<file path="src/rtl/hs32_decode_pkg.sv">
// hs32_decode_pkg: opcode map, ALU ops, control bits and exec bundle type for hs32 decode
package hs32_decode_pkg;
  typedef enum logic [3:0] {
    HS32A_ADD    = 4'h0,
    HS32A_ADC    = 4'h1,
    HS32A_SUB    = 4'h2,
    HS32A_SBC    = 4'h3,
    HS32A_AND    = 4'h4,
    HS32A_BIC    = 4'h5,
    HS32A_OR     = 4'h6,
    HS32A_XOR    = 4'h7,
    HS32A_MOV    = 4'h8,
    HS32A_REVMOV = 4'h9
  } hs32_aluop_e;
  localparam logic [15:0] CTL_WB     = 16'h0001;
  localparam logic [15:0] CTL_IMM    = 16'h0002;
  localparam logic [15:0] CTL_MEMR   = 16'h0004;
  localparam logic [15:0] CTL_MEMW   = 16'h0008;
  localparam logic [15:0] CTL_FLAGS  = 16'h0010;
  localparam logic [15:0] CTL_BRANCH = 16'h0020;
  localparam logic [15:0] CTL_SHIFT  = 16'h0040;
  localparam logic [7:0] OP_LDR_I = 8'h10;
  localparam logic [7:0] OP_LDR_R = 8'h14;
  localparam logic [7:0] OP_MOV_R = 8'h20;
  localparam logic [7:0] OP_MOV_I = 8'h24;
  localparam logic [7:0] OP_STR_I = 8'h30;
  localparam logic [7:0] OP_STR_R = 8'h34;
  localparam logic [7:0] OP_B     = 8'h50;
  localparam logic [7:0] OP_CMP_R = 8'h60;
  localparam logic [7:0] OP_CMP_I = 8'h68;
  typedef struct packed {
    logic        fault;
    logic [3:0]  aluop;
    logic [4:0]  shift;
    logic [15:0] imm;
    logic [3:0]  rd;
    logic [3:0]  rm;
    logic [3:0]  rn;
    logic [15:0] ctlsig;
    logic [1:0]  bank;
  } hs32_bundle_t;
endpackage

</file>
<file path="src/rtl/hs32_decode_table.sv">
// hs32_dec_table: combinational opcode ROM, opcode -> {aluop, ctlsig, legal}
module hs32_dec_table
  import hs32_decode_pkg::*;
(
  input  logic [7:0]  opcode,
  output logic [3:0]  aluop,
  output logic [15:0] ctlsig,
  output logic        legal
);
  // Illegal opcodes fall to REVMOV with no side effects so exec can trap in order
  always_comb begin
    aluop = HS32A_REVMOV;
    ctlsig = '0;
    legal = 1'b1;
    case (opcode) inside
      OP_LDR_I: begin aluop = HS32A_ADD; ctlsig = CTL_WB | CTL_IMM | CTL_MEMR; end
      OP_LDR_R: begin aluop = HS32A_ADD; ctlsig = CTL_WB | CTL_SHIFT | CTL_MEMR; end
      OP_MOV_R: begin aluop = HS32A_MOV; ctlsig = CTL_WB | CTL_SHIFT; end
      OP_MOV_I: begin aluop = HS32A_MOV; ctlsig = CTL_WB | CTL_IMM; end
      OP_STR_I: begin aluop = HS32A_ADD; ctlsig = CTL_IMM | CTL_MEMW; end
      OP_STR_R: begin aluop = HS32A_ADD; ctlsig = CTL_SHIFT | CTL_MEMW; end
      [8'h40:8'h47]: begin aluop = {1'b0, opcode[2:0]}; ctlsig = CTL_WB | CTL_FLAGS | CTL_SHIFT; end
      [8'h48:8'h4F]: begin aluop = {1'b0, opcode[2:0]}; ctlsig = CTL_WB | CTL_FLAGS | CTL_IMM; end
      OP_B:     begin aluop = HS32A_ADD; ctlsig = CTL_BRANCH | CTL_IMM; end
      OP_CMP_R: begin aluop = HS32A_SUB; ctlsig = CTL_FLAGS | CTL_SHIFT; end
      OP_CMP_I: begin aluop = HS32A_SUB; ctlsig = CTL_FLAGS | CTL_IMM; end
      default:  legal = 1'b0;
    endcase
  end
endmodule

</file>
<file path="src/rtl/hs32_decode.sv">
// hs32_decode: fetch->exec decode stage with req/rdy handshakes; HS32_DEC_SKID_EN selects a 2-entry skid buffer
module hs32_decode
  import hs32_decode_pkg::*;
(
  input  logic        clk,
  input  logic        reset,
  input  logic        flush,
  input  logic        reqd,
  output logic        rdyd,
  input  logic [31:0] instd,
  output logic        reqe,
  input  logic        rdye,
  output logic [3:0]  aluop,
  output logic [4:0]  shift,
  output logic [15:0] imm,
  output logic [3:0]  rd,
  output logic [3:0]  rm,
  output logic [3:0]  rn,
  output logic [15:0] ctlsig,
  output logic [1:0]  bank,
  output logic        fault
);
  logic [3:0]   w_aluop;
  logic [15:0]  w_ctlsig;
  logic         w_legal;
  logic         w_take;
  hs32_bundle_t w_new;
  hs32_bundle_t r_out;
  logic         r_valid;
  hs32_dec_table u_table (
    .opcode (instd[31:24]),
    .aluop  (w_aluop),
    .ctlsig (w_ctlsig),
    .legal  (w_legal)
  );
  // Split the incoming word into the exec bundle; illegal words carry the fault flag
  always_comb begin
    w_new = '{fault: !w_legal, aluop: w_aluop, shift: instd[11:7], imm: instd[15:0],
              rd: instd[23:20], rm: instd[19:16], rn: instd[15:12], ctlsig: w_ctlsig, bank: instd[6:5]};
  end
`ifdef HS32_DEC_SKID_EN
  hs32_bundle_t r_skid;
  logic         r_skid_valid;
  logic         r_rdy;
  logic         w_free;
  logic         w_skid_nxt;
  assign rdyd = r_rdy && !flush;
  assign w_take = reqd && rdyd;
  assign w_free = !r_valid || rdye;
  assign w_skid_nxt = w_free ? (r_skid_valid && w_take) : (r_skid_valid || w_take);
  // Output slot refills from the skid entry first so bundle order is preserved; rdyd is registered
  always_ff @(posedge clk) begin
    if (!reset) begin
      r_valid <= 1'b0;
      r_skid_valid <= 1'b0;
      r_rdy <= 1'b0;
      r_out <= '0;
      r_skid <= '0;
    end else if (flush) begin
      r_valid <= 1'b0;
      r_skid_valid <= 1'b0;
      r_rdy <= 1'b1;
    end else begin
      r_valid <= r_skid_valid || w_take || (r_valid && !rdye);
      r_out <= !w_free ? r_out : r_skid_valid ? r_skid : w_take ? w_new : r_out;
      r_skid_valid <= w_skid_nxt;
      r_skid <= (w_take && !w_free) ? w_new : r_skid;
      r_rdy <= !w_skid_nxt;
    end
  end
`else
  assign rdyd = reset && !flush && (!r_valid || rdye);
  assign w_take = reqd && rdyd;
  // Single output register; a new word may replace the one exec takes this cycle
  always_ff @(posedge clk) begin
    if (!reset) begin
      r_valid <= 1'b0;
      r_out <= '0;
    end else if (flush) begin
      r_valid <= 1'b0;
    end else begin
      r_valid <= w_take || (r_valid && !rdye);
      r_out <= w_take ? w_new : r_out;
    end
  end
`endif
  assign reqe   = r_valid;
  assign fault  = r_out.fault;
  assign aluop  = r_out.aluop;
  assign shift  = r_out.shift;
  assign imm    = r_out.imm;
  assign rd     = r_out.rd;
  assign rm     = r_out.rm;
  assign rn     = r_out.rn;
  assign ctlsig = r_out.ctlsig;
  assign bank   = r_out.bank;
endmodule

</file>
<file path="config.mk">
export PLATFORM = sky130hd
export DESIGN_NAME = hs32_decode
export DESIGN_NICKNAME = d
export VERILOG_FILES = /design/src/rtl/hs32_decode_pkg.sv /design/src/rtl/hs32_decode_table.sv /design/src/rtl/hs32_decode.sv
export SDC_FILE = /design/constraint.sdc
export NUM_CORES = 1
export LEC_CHECK = 0
export BUFFER_PORTS_ARGS = -buffer_cell sky130_fd_sc_hd__buf_4
export CAP_MARGIN = 25
export CORE_MARGIN = 1.5
export CORE_UTILIZATION = 53
export CTS_BUF_LIST = sky130_fd_sc_hd__clkbuf_16
export DETAILED_ROUTE_END_ITERATION = 6
export PLACE_DENSITY_LB_ADDON = 0.12
export SLEW_MARGIN = 10
export SYNTH_ARGS = -nofsm -noshare
export SYNTH_HDL_FRONTEND = slang
export SYNTH_HIERARCHICAL = 1
export SYNTH_SLANG_ARGS = --single-unit
</file>
<file path="constraint.sdc">
create_clock -name clk -period 2.62 [get_ports clk]
set_input_delay 0.262 -clock clk [delete_from_list [all_inputs] [get_ports clk]]
set_output_delay 0.262 -clock clk [all_outputs]
set_load 0.02 [all_outputs]
</file>
==> results.txt, run 1 <==
Maximum VDD drop - 0.000379 V
CTS tree - built
ANT cells - 0
Critical path fanouts, max - 46
Antenna Violating Nets Remaining - 0
Global-route wire length before repair - 9.16 mm
CTS Buf Count - 5
WHS - 0.212 ns
Syn Std Cell Area - 2450 sq um
R2R Path Start - reqe
Largest net degree at the start of global routing - 47
Post-CTS Hold Buffers - 0
Post-synth EDFFs - 0
Fraction of layout cells with a size suffix above 1 - 0.434
Drc violations - 0
HPWL Detailed - 3.63 mm
Hold Crit Depth - 3
Final wirelength - 5.72 mm
Gate Count Post-Synth - 282
GRT overflow - 0
Reg area - 921 sq um
Top FF cell, synth - dfxtp_1
IO Port Bufs - 94
Post-CTS sizing - 0
Max capacitance violation total - 0
Multi-input gate area - 1210 sq um
RSZ-0062 raised after global routing - no
TritonRoute pass-1 iters - 4
R2R depth - 4
All-Layer GR Usage - 0.225
P_leak - 1.33 nW
DIE HEIGHT - 71.0 microns
Critical Path RT - 2.36 ns
CP startpoint - reqe
Max Root-Sink Buffers - 2
Core Rows - 24
Max-slew violations - 0
Final hold viol count - 0
Initial Util - 0.556
Worst Setup Path Type - reg2out
Critical Path End Type - output pin
Clock skew - 0.00374 ns
Via/cell ratio - 5.58
Nets - 384
Final setup fails - 0
Period utilization - 0.649
Async SR Flop Fraction - 0
Clk slew on worst S/H paths - 0.06 ns
Post-synthesis register bit count - 46
Clk Latency, worst-skew pair - 0.28 ns
Critical path launch point type - register
RD Place Congestion - 0.851
Die area - 5040 sq um
Register area share after synthesis - 0.376
Warnings, synthesis - 6
Total number of vias - 2232
CTS HTree Levels - 2
Syn_area_per_cell - 8.70 sq um
Setup TNS Final - 0 ns
Minimum clock period - 1.70 ns
DR WL/cell - 14.3 microns
Vias in the first global route - 2027
# fillers - 371
HP Class - in2reg
Layout area overhead - 26.8%
Die W - 71.0 microns
Arrival time at the worst endpoint - 1.44 ns
Pwr dens - 534 nW/um^2
Status - finished, final reports clean
CORE AREA - 4410 sq um
Initial antenna violation count - 0
Hold Crit Start - instd[20]
Buffer count from post-CTS setup fixing - 0
Ports - 95
Iteration-0 DRC Markers - 219
Max Freq - 588 MHz
Post-synth cell types - 44
CTS Root Cell - clkbuf_16
Clk sinks - 46
==> final timing paths <==
path	end	slack, ns
setup reg to reg	ctlsig[6]	1.27
setup / recovery	rdyd	0.92
hold / removal	rd[0]	0.21
hold reg to reg	rd[2]	0.45
==> per-layer routing <==
layer  wire, microns  part of all wire  global-route usage  up-vias
li1                -                 -                   -     1121
met1            2440              0.43               0.277     1034
met2            2830              0.50               0.379       70
met3             382             0.067              0.0641        7
met4              68             0.012              0.0776        0
met5               0                 0                   0        -
==> flip-flops by register name, summed over array words and instances (netlist names) <==
register  count
rd            4
fault         1
rm            4
aluop         4
imm          12
reqe          1
ctlsig       16
shift         4
==> power breakdown <==
part / internal, mW / switching (mW)
logic: 0.133 / 0.179
clock network: 0.345 / 0.252
registers: 0.733 / 0.0199
total: 1.21 / 0.451
==> logic make-up after synthesis <==
logic type	Yosys count	share of synthesized area
other cells	1	0.00153
xor+xnor	2	0.00714
compound gates	62	0.206
mux	2	0.00816
buf+inv	53	0.142
simple gates	116	0.259
flops	46	0.376
==> area by class of cell <==
class | instances | area share
multi-input cells | 191 | 0.391
flip-flops and latches | 46 | 0.296
repair buffers | 99 | 0.243
clock buffers | 5 | 0.0402
well taps | 52 | 0.0209
inverters | 4 | 0.00483
clock inverters | 3 | 0.00402
==> cells in the mapped netlist, types with 2 or more instances <==
cell / instances / area, sq um
a21oi_1: 2 / 10.0
buf_2: 9 / 45.0
buf_4: 21 / 158
buf_6: 2 / 22.5
buf_8: 4 / 60.1
clkbuf_1: 13 / 48.8
dfxtp_1: 46 / 921
inv_1: 4 / 15.0
mux2i_1: 2 / 20.0
nand2_1: 48 / 180
nand4_1: 44 / 275
nor2_1: 5 / 18.8
nor2b_1: 3 / 18.8
nor3b_1: 3 / 22.5
o21ai_1: 4 / 20.0
o21ai_2: 40 / 350
o22ai_1: 4 / 25.0
o31ai_1: 2 / 15.0
==> critical path, cell delays in order, from the launching register on <==
cell      delay [ns]
dfxtp_1         0.32
nand2b_2        0.07
buf_4           0.42
and2_1          0.21
buf_4           0.14
==> cell usage in the layout (no fill, tap or decap), types with 2 or more instances in the layout <==
| master | Yosys | routed |
|---|---|---|
| nand4_1 | 44 | 44 |
| mux2i_1 | 2 | 2 |
| a21oi_1 | 2 | 2 |
| buf_4 | 21 | 98 |
| o21ai_2 | 40 | 40 |
| o22ai_1 | 4 | 4 |
| nor2b_1 | 3 | 3 |
| o31ai_1 | 2 | 2 |
| nor3b_1 | 3 | 3 |
| inv_1 | 4 | 5 |
| conb_1 | 1 | 9 |
| nand2_1 | 48 | 48 |
| clkbuf_16 | 0 | 5 |
| nor2_1 | 5 | 5 |
| o21ai_1 | 4 | 4 |
| dfxtp_1 | 46 | 46 |
==> per-stage QoR <==
step / utilization / cell area [sq um] / setup slack [ns] / cells / total power, mW
after floorplan: - / 2480 / 1.18 / 290 / 0.973
after global placement: 0.673 / 2970 / 1.11 / 392 / 1.08
after detailed placement: 0.673 / 2970 / 1.07 / 392 / 1.08
after CTS: 0.704 / 3110 / 0.927 / 400 / 1.67
after global routing: 0.704 / 3110 / 0.851 / 400 / 1.73
final: 0.704 / 3110 / 0.920 / 400 / 1.66
Power figures use the tool's default switching activity.
==> run 2, diff against run 1 <==
CORE_UTILIZATION = 49   (was 53)
clock period = 1.7 ns   (was 2.62 ns; I/O delays follow)
==> results.txt, run 2 (synthesized netlist as in run 1, its figures left out) <==
Status - finished, final reports clean
Initial Util - 0.512
Max-slew violations - 0
Final worst setup slack - 0.333 ns
GRT overflow - 0
Nets - 388
CTS tree - built
Most common cell after layout, fill and taps aside - buf_4
Max incr delay on CP - 0.34 ns
Met3 usage - 0.0508
Die W - 73.7 microns
RD Place Congestion - 0.905
Post-CTS Hold Buffers - 0
Reg area - 921 sq um
Ports - 95
HP Class - in2reg
Critical Path End Type - output pin
GR peak layer - met2
Most frequent cells in the layout - buf_4, nand2_1, dfxtp_1
Global-route wire length before repair - 9.18 mm
# fillers - 421
Layout area overhead - 28.4%
DIE HEIGHT - 73.7 microns
Iteration-0 DRC Markers - 123
Clk slew on worst S/H paths - 0.06 ns
TritonRoute pass-1 iters - 4
Sw frac - 0.264
CP startpoint - reqe
Hold Crit Depth - 3
Internal power - 1.86 mW
IO Port Bufs - 94
Buffer count from post-CTS setup fixing - 0
Max Root-Sink Buffers - 2
Clk sinks - 46
Pwr dens - 803 nW/um^2
Overall power - 2.53 mW
RSZ-0062 raised after global routing - no
Setup TNS Final - 0 ns
CORE AREA - 4790 sq um
Critical Path RT - 1.53 ns
R2R Path Start - reqe
Initial antenna violation count - 0
CTS Root Cell - clkbuf_16
Arrival time at the worst endpoint - 1.20 ns
Met1 Usage GRT - 0.274
Crit path top cell by count - buf_4
P_leak - 1.34 nW
Vias in the first global route - 2068
Final setup fails - 0
Clock share of power - 0.349
Critical-path top delay cell - dfxtp_1
Antenna Violating Nets Remaining - 0
R2R depth - 5
Via/cell ratio - 5.38
Largest net degree at the start of global routing - 46
Max capacitance violation total - 0
Maximum VDD drop - 0.000564 V
Drc violations - 0
Post-CTS sizing - 0
ANT cells - 0
Largest register FFs - 16
Slew @ Worst Pin - 0.536 ns
Final hold viol count - 0
Hold Crit Start - instd[20]
Critical path launch point type - register
Die area - 5440 sq um
WHS - 0.127 ns
Minimum clock period - 1.37 ns
Non-filler cells, final - 417
All-Layer GR Usage - 0.213
P_sw - 0.669 mW
Logic pwr share - 0.193
Placed cell count - 411
CTS Buf Count - 5
Clock skew - 0.00271 ns
Period utilization - 0.804
Core Rows - 25
Multi-input gate area - 1210 sq um
M2 GR Usage - 0.349
Slew headroom - 0.642
Total number of vias - 2245
HPWL Detailed - 3.77 mm
Worst Setup Path Type - reg2out
Max Freq - 731 MHz
CTS HTree Levels - 2
Critical path fanouts, max - 20
Setup WS pre-CTS - 0.255 ns
Final wirelength - 5.73 mm
CP cell instances - nand2b_2 > buf_4 > and2_1 > buf_4
Fraction of layout cells with a size suffix above 1 - 0.440
Clk Latency, worst-skew pair - 0.28 ns
DR WL/cell - 13.7 microns
Flop pwr share - 0.458
run 2: worst paths after layout:
kind              slack [ns]        end
hold / removal          0.13      rd[0]
hold reg to reg         0.45      rd[1]
setup reg to reg        0.42  ctlsig[3]
setup / recovery        0.33       rdyd
run 2: critical path, delay by kind of cell, from the launching register on:
kind	cells	cell delay, ns
flip-flops	1	0.34
AND/OR/NAND/NOR	2	0.22
buffers and inverters	2	0.35
run 2: area by class of cell:
type / count / share of cell area
multi-input cells: 191 / 0.386
flip-flops and latches: 46 / 0.292
repair buffers: 103 / 0.250
clock buffers: 5 / 0.0397
well taps: 67 / 0.0266
inverters: 4 / 0.00477
clock inverters: 1 / 0.00119
run 2: stage by stage:
step                area (sq um)  utilization
global placement            3020        0.631
finish                      3150        0.658
global route                3150        0.658
floorplan                   2480            -
detailed placement          3020        0.631
CTS                         3150        0.658
run 2: power by group through the flow:
stage / Combinational (mW) / Clock [mW] / Sequential, mW
final: 0.488 / 0.883 / 1.16
after global routing: 0.525 / 0.942 / 1.17
after CTS: 0.490 / 0.907 / 1.16
after detailed placement: 0.488 / 0 / 1.18
after global placement: 0.486 / 0 / 1.18
after floorplan: 0.258 / 0 / 1.24
run 2: per-layer routing:
| metal | wire [microns] | part of all wire |
|---|---|---|
| met3 | 319 | 0.056 |
| met2 | 2710 | 0.47 |
| met4 | 76 | 0.013 |
| met5 | 0 | 0 |
| met1 | 2620 | 0.46 |
==> run 3, diff against run 2 <==
CORE_UTILIZATION = 44   (was 49)
clock period = 1.1 ns   (was 1.7 ns; I/O delays follow)
==> results.txt, run 3 (synthesized netlist as in run 1, its figures left out) <==
DIE HEIGHT - 77.7 microns
Largest net degree at the start of global routing - 46
Nets - 415
CTS tree - built
Cell Area, Placed - 3210 sq um
Max Freq - 865 MHz
Placed cell count - 437
CP startpoint - reqe
Pwr dens - 1190 nW/um^2
ANT cells - 0
Met2 WL - 3.07 mm
Setup TNS Final - -1.23 ns
All-Layer GR Usage - 0.202
Failing checks - setup timing
Setup WS pre-CTS - -0.249 ns
DR WL/cell - 14.0 microns
Fin area - 3400 sq um
Minimum clock period - 1.16 ns
Final worst setup slack - -0.0555 ns
Max Root-Sink Buffers - 2
Clk sinks - 46
Core Rows - 26
Initial Util - 0.468
R2R Path Start - reqe
R2R depth - 5
RR Endpoint - aluop[2]
Iteration-0 DRC Markers - 115
GRT overflow - 0
Met3 wire length - 332 microns
CTS Root Cell - clkbuf_16
Period utilization - 1.05
Multi-input gate area - 1220 sq um
HP Class - in2reg
Critical path launch point type - register
RD Place Congestion - 0.889
Critical path fanouts, max - 2
Vias in the first global route - 2155
IO Port Bufs - 94
TritonRoute pass-1 iters - 4
Fraction of layout cells with a size suffix above 1 - 0.485
Reg area - 922 sq um
Drc violations - 0
Clk slew on worst S/H paths - 0.06 ns
HPWL Detailed - 4.33 mm
Layout area overhead - 38.7%
WHS - 0.0707 ns
CTS Buf Count - 5
Maximum VDD drop - 0.000757 V
Via/cell ratio - 5.21
Worst Setup Path Type - reg2out
Ports - 95
Worst Setup EP - rdyd
# fillers - 477
DRT met1 WL - 2.83 mm
Initial antenna violation count - 0
RSZ-0062 raised after global routing - yes
Global-route wire length before repair - 10.1 mm
Arrival time at the worst endpoint - 1.05 ns
Largest register FFs - 16
Highest Signal Layer - met4
Die W - 77.7 microns
Clock skew - 0.00264 ns
Post-Route Utilization - 0.650
Most frequent cells in the layout - buf_4, nand2_1, dfxtp_1
Post-CTS Hold Buffers - 0
Max-slew violations - 0
Overall power - 4.04 mW
Final hold viol count - 0
R2R setup slack - -0.05 ns
Final setup fails - 39
Clk Latency, worst-skew pair - 0.28 ns
Antenna Violating Nets Remaining - 0
Critical Path RT - 0.99 ns
P_leak - 1.49 nW
Status - finished, violations left
Die area - 6030 sq um
CORE AREA - 5240 sq um
Final wirelength - 6.27 mm
Max capacitance violation total - 0
Critical Path End Type - output pin
Non-filler cells, final - 449
Most common cell after layout, fill and taps aside - buf_4
Total number of vias - 2339
CTS HTree Levels - 2
run 3: report_power, final:
group	total [mW]	switching (mW)	internal, mW
registers	1.79	0.0480	1.75
clock network	1.41	0.590	0.818
logic	0.837	0.451	0.386
total	4.04	1.09	2.95
run 3: area by class of cell:
type                            instances  share of cell area
Clock buffer                            5              0.0368
Clock inverter                          3             0.00331
Inverter                                4             0.00441
Multi-Input combinational cell        191               0.360
Sequential cell                        46               0.271
Tap cell                               70              0.0257
Timing Repair Buffer                  130               0.299
run 3: layer usage:
metal / up-vias / GRT usage
met3: 2 / 0.0412
met5: - / 0
met4: 0 / 0.0436
met1: 1096 / 0.267
met2: 63 / 0.340
li1: 1178 / -
run 3: worst max-delay path: stages (launching register included):
cell and delay (ns):
dfxtp_2 0.35, nand2b_4 0.06, buf_6 0.11, and2_4 0.12, buf_6 0.12
run 3: worst min path at each step:
stage               startpoint  endpoint  slack (ns)  cells past startpoint
detailed placement   instd[22]     rd[2]        0.35                      3
floorplan            instd[20]     rd[0]        0.25                      2
global route         instd[22]     rd[2]        0.07                      3
finish               instd[22]     rd[2]        0.07                      3
global placement     instd[20]     rd[0]        0.35                      3
CTS                  instd[22]     rd[2]        0.06                      3
run 3: repair_timing:
item                       CTS  global route
setup endpoints to repair    1            45
resized for setup            4             3
gates cloned                 0             0
pin swaps                    8             1
buffers inserted             3             1
